$ cat src/rtl/timer_arbiter_pkg.sv
// Shared types and defaults for the round-robin one-shot timer arbiter.
package timer_arbiter_pkg;

    localparam int unsigned DEF_N = 4;
    localparam int unsigned DEF_W = 8;

    typedef enum logic [1:0] {
        ST_IDLE  = 2'd0,
        ST_COUNT = 2'd1,
        ST_DONE  = 2'd2
    } state_t;

    // Width of an index into n requesters (at least one bit).
    function automatic int unsigned idx_w(input int unsigned n);
        return (n > 1) ? $clog2(n) : 1;
    endfunction

endpackage

$ cat src/rtl/timer_arbiter_rr_pick.sv
// Combinational round-robin picker: first requester after last_owner, with wrap.
module rr_pick
    import timer_arbiter_pkg::*;
#(
    parameter int unsigned N = DEF_N
) (
    input  logic [N-1:0]          req,
    input  logic [idx_w(N)-1:0]   last_owner,
    output logic [N-1:0]          winner,
    output logic                  valid
);

    localparam int unsigned LW = idx_w(N);

    logic [LW-1:0] sel;
    logic          found;

    always_comb begin
        winner = '0;
        found  = 1'b0;
        sel    = '0;
        for (int unsigned k = 1; k <= N; k++) begin
            sel = LW'((32'(last_owner) + k) % N);
            if (!found && req[sel]) begin
                winner[sel] = 1'b1;
                found       = 1'b1;
            end
        end
        valid = |req;
    end

endmodule

$ cat src/rtl/timer_arbiter.sv
// One-shot down-counter shared by N requesters, granted round-robin.
module timer_arbiter
    import timer_arbiter_pkg::*;
#(
    parameter int unsigned N = DEF_N,
    parameter int unsigned W = DEF_W
) (
    input  logic           clk,
    input  logic           reset_n,
    input  logic [N-1:0]   req,
    input  logic [N*W-1:0] delay,
    output logic [N-1:0]   grant,
    output logic [N-1:0]   done,
    output logic           busy
);

    localparam int unsigned LW = idx_w(N);

    state_t        state;
    logic [W-1:0]  count;
    logic [LW-1:0] owner;
    logic [LW-1:0] last_owner;

    logic [N-1:0]  winner;
    logic          win_valid;
    logic [LW-1:0] win_idx;

    rr_pick #(.N(N)) u_pick (
        .req        (req),
        .last_owner (last_owner),
        .winner     (winner),
        .valid      (win_valid)
    );

    // One-hot winner to index.
    always_comb begin
        win_idx = '0;
        for (int unsigned i = 0; i < N; i++) begin
            if (winner[i]) win_idx = LW'(i);
        end
    end

    // Abort takes priority over expiry so a dropped request never sees done.
    always_ff @(posedge clk or negedge reset_n) begin
        if (!reset_n) begin
            state      <= ST_IDLE;
            grant      <= '0;
            done       <= '0;
            busy       <= 1'b0;
            count      <= '0;
            owner      <= '0;
            last_owner <= LW'(N - 1);
        end else begin
            done <= '0;
            case (state)
                ST_IDLE: begin
                    if (win_valid) begin
                        state <= ST_COUNT;
                        grant <= winner;
                        count <= delay[32'(win_idx)*W +: W];
                        owner <= win_idx;
                        busy  <= 1'b1;
                    end
                end
                ST_COUNT: begin
                    if (!req[owner]) begin
                        state      <= ST_IDLE;
                        grant      <= '0;
                        busy       <= 1'b0;
                        count      <= '0;
                        last_owner <= owner;
                    end else if (count == '0) begin
                        state <= ST_DONE;
                        grant <= '0;
                        done  <= N'(1) << owner;
                    end else begin
                        count <= count - W'(1);
                    end
                end
                ST_DONE: begin
                    state      <= ST_IDLE;
                    busy       <= 1'b0;
                    last_owner <= owner;
                end
                default: begin
                    state <= ST_IDLE;
                    grant <= '0;
                    busy  <= 1'b0;
                end
            endcase
        end
    end

endmodule

$ cat config.mk
export PLATFORM = sky130hd
export DESIGN_NAME = timer_arbiter
export DESIGN_NICKNAME = d
export VERILOG_FILES = /design/src/rtl/timer_arbiter_pkg.sv /design/src/rtl/timer_arbiter_rr_pick.sv /design/src/rtl/timer_arbiter.sv
export SDC_FILE = /design/constraint.sdc
export NUM_CORES = 1
export LEC_CHECK = 0
export CORE_UTILIZATION = 35
export CTS_CLUSTER_DIAMETER = 100
export DETAILED_ROUTE_END_ITERATION = 8
export MAX_ROUTING_LAYER = met4
export SKIP_LAST_GASP = 1
export SLEW_MARGIN = 15
export SYNTH_ARGS = -nofsm -noshare
export SYNTH_HDL_FRONTEND = slang
export SYNTH_SLANG_ARGS = --single-unit
$ cat constraint.sdc
create_clock -name clk -period 3.2 [get_ports clk]
set_input_delay 0.64 -clock clk [delete_from_list [all_inputs] [get_ports clk]]
set_output_delay 0.64 -clock clk [all_outputs]
set_load 0.005 [all_outputs]
==> flow_metrics.env <==
export IMPL_status="finished clean"
export IMPL_rows=25
export IMPL_worst_r2r_cell_count=8
export IMPL_maxSlewViolCount=0
export IMPL_ff2ff_setup_slack_ps=430
export IMPL_htree_num_levels=1
export IMPL_drive_above_1_share_pct=9.76
export IMPL_clockRootBuffer="clkbuf_8"
export IMPL_worstHoldPathType="register to register"
export IMPL_syn_area_per_cell_um2=9.04
export IMPL_synth_yosys_warnings=0
export IMPL_peakVddDrop_mv=0.556
export IMPL_async_reset_ff_share_pct=100
export IMPL_synth_edf_count=0
export IMPL_cts_hold_buffers_added=0
export IMPL_drv_cap=0
export IMPL_gp_congestion=0.928
export IMPL_cp_arrival_ps=3070
export IMPL_grt_usage_pct=19.8
export IMPL_cts_buffers=3
export IMPL_startpoint_type="primary input"
export IMPL_max_freq_ghz=0.346
export IMPL_cp_startpoint="req[2]"
export IMPL_power_leakage_uw=0.000972
export IMPL_gr_total_overflow=0
export IMPL_fin_skew_ps=6.11
export IMPL_grt_first_pass_wirelength_mm=7.95
export IMPL_syn_inst=193
export IMPL_crit_fanout=6
export IMPL_routed_wl_mm=4.80
export IMPL_cts_tree="yes"
export IMPL_cp_cell_sequence="clkdlybuf4s50_1, or3b_1, a2111o_1, a21boi_1, o31ai_1, or3_1, o221ai_1"
export IMPL_rsz0062_at_grt="no"
export IMPL_initial_core_util_pct=36.7
export IMPL_syn2layout_area_growth_pct=35.9
export IMPL_clkLatencyLatePin_ps=260
export IMPL_finalHoldViolations=0
export IMPL_syn_nets=239
export IMPL_r2r_start="last_owner[1]$_DFFE_PN1P_"
export IMPL_syn_area_um2=1740
export IMPL_cp_endpoint="count[3]$_DFFE_PN0P_"
export IMPL_fin_nets=293
export IMPL_portBuffers=46
export IMPL_placed_cells_incl_taps=309
export IMPL_synthFlopType="dfrtp_1"
export IMPL_post_cts_buffers=0
export IMPL_wl_per_cell_um=15.3
export IMPL_crit_path_end_kind="register"
export IMPL_yosys_top_cells_area="dfrtp_1, ha_1, o21ai_0, a311oi_1, mux4_2"
export IMPL_dieArea_um2=5270
export IMPL_ios=47
export IMPL_die_x_um=72.6
export IMPL_dpl_instance_area_um2=2320
export IMPL_drt_iter0_markers=98
export IMPL_yosysTopAreaCellShare_pct=30.1
export IMPL_max_slew_margin_pct=46.4
export IMPL_drtAntennaViolNets=0
export IMPL_ys_ff_latch=23
export IMPL_die_h_um=72.6
export IMPL_worstMarginPinSlew_ps=803
export IMPL_ys_types=47
export IMPL_finalNonFillerCells=313
export IMPL_synth_seq_area_share_pct=33.1
export IMPL_powerDensity_nw_per_um2=911
export IMPL_clk_pin_slew_ps=90
export IMPL_clock_sinks=23
export IMPL_post_dp_hpwl_mm=3.70
export IMPL_crit_type="primary input to register"
export IMPL_fp_coreArea_um2=4750
export IMPL_first_pass_iters=4
export IMPL_critPathSlowestCell="clkdlybuf4s50_1"
export IMPL_setup_viol=0
export IMPL_antennaDiodeCount=0
export IMPL_yosys_area_top_type="dfrtp_1"
export IMPL_r2r_end="count[0]$_DFFE_PN0P_"
export IMPL_grt_pass1_vias=1624
export IMPL_vias_per_cell=5.27
export IMPL_slowest_delay_ps=530
export IMPL_finish_instance_area_um2=2370
export IMPL_grt_max_degree=24
export IMPL_layout_min_cycle_time_ps=2890
export IMPL_drc=0
export IMPL_crit_required_ps=3370
export IMPL_antenna_found_initial=0
export IMPL_via_count=1649
export IMPL_post_route_period_util_pct=90.4
export IMPL_clk_path_buf_depth=2
==> per-stage QoR <==
stage	setup slack (ps)	total power, µW	hold WS, ps	setup TNS, ps	util, %
global placement	-64.1	1970	471	-377	48.8
global route	142	2370	541	0	49.8
CTS	149	2160	497	0	49.7
floorplan	570	1550	344	0	-
finish	308	2160	491	0	49.8
detailed placement	-129	1970	476	-884	48.8
==> how the worst min path moves through the flow <==
stage,depth (start not counted),slack [ps],from,end
2_1_floorplan,0,340,reset_n,busy$_DFFE_PN0P_
3_5_place_dp,2,480,grant[1]$_DFFE_PN0P_,grant[1]$_DFFE_PN0P_
4_1_cts,2,500,grant[1]$_DFFE_PN0P_,grant[1]$_DFFE_PN0P_
3_3_place_gp,2,470,grant[1]$_DFFE_PN0P_,grant[1]$_DFFE_PN0P_
5_1_grt,2,540,grant[1]$_DFFE_PN0P_,grant[1]$_DFFE_PN0P_
6_report,2,490,grant[1]$_DFFE_PN0P_,grant[1]$_DFFE_PN0P_
==> flip-flops by register name, summed over array words and instances, names as in the netlist <==
name        cells
count           8
state           2
last_owner      2
owner           2
done            4
busy            1
grant           4
==> cells in the mapped netlist, types with 3 or more instances <==
cell type	count
a21boi_0	8
a21oi_1	9
a22o_1	3
a22oi_1	4
a311oi_1	8
buf_6	3
clkbuf_1	4
dfrtp_1	21
ha_1	8
inv_1	14
mux4_2	3
nand2_1	12
nand3b_1	6
nor2_1	11
nor3_1	9
nor4_1	4
o211ai_1	3
o21ai_0	18
o221ai_1	6
or3_1	3
or4_1	3
==> cell type report <==
type                    count  area [µm²]
fillers                   474        2380
clock buffers               4        45.0
inverters                  15        56.3
multi-input cells         146        1060
repair buffers             58         551
well taps                  67        83.8
flip-flops and latches     23         578
==> worst max-delay path: cells and delay by family <==
kind	cells	cell delay (ps)
buf+inv	1	530
compound gates	4	1080
simple gates	2	820
==> what timing repair did <==
| action | CTS | global route |
|---|---|---|
| setup endpoints to repair | 0 | 8 |
| hold endpoints to repair | 0 | 0 |
| gates resized for setup | 0 | 1 |
==> layer usage <==
layer	up-vias	track usage (%)	part of all wire [%]
met2	24	32.3	50
li1	849	-	-
met3	4	1.80	1.6
met4	0	3.27	0.79
met1	772	27.3	47
met5	-	-	0
==> report_power, final <==
group / leakage (µW) / switching [µW] / internal [µW]
Clock: 0.0000228 / 94.3 / 88.9
Sequential: 0.000288 / 126 / 414
Combinational: 0.000661 / 795 / 640
==> cell usage in the layout (no fill, tap or decap), types with 2 or more instances in the layout <==
| cell type | instances |
|---|---|
| a21boi_0 | 8 |
| o211ai_1 | 3 |
| and3b_1 | 2 |
| nor2_1 | 11 |
| a22oi_1 | 4 |
| ha_1 | 8 |
| o21ai_0 | 18 |
| buf_4 | 12 |
| nor4_1 | 4 |
| a22o_1 | 3 |
| a21oi_1 | 9 |
| nor3_1 | 8 |
| nand2b_1 | 2 |
| clkbuf_8 | 3 |
| dfstp_2 | 2 |
| nand2_1 | 12 |
| or3_1 | 3 |
| o221ai_1 | 6 |
| or4_1 | 3 |
| nor3b_1 | 2 |
| dfrtp_1 | 21 |
| nand3b_1 | 6 |
| clkdlybuf4s50_1 | 46 |
| a311oi_1 | 8 |
| mux4_2 | 3 |
| a31oi_1 | 2 |
| inv_1 | 14 |
| nor2b_1 | 2 |
==> kinds of logic (layout without fill, tap and decap cells) <==
logic type	after synthesis	in the layout	synth area share, %
fa+ha+maj	8	8	5.74
buf+inv	24	77	6.60
flops	23	23	33.1
mux	4	4	5.38
compound gates	73	73	29.8
simple gates	61	61	19.3
Note: power is estimated with default switching activity, not from simulation.
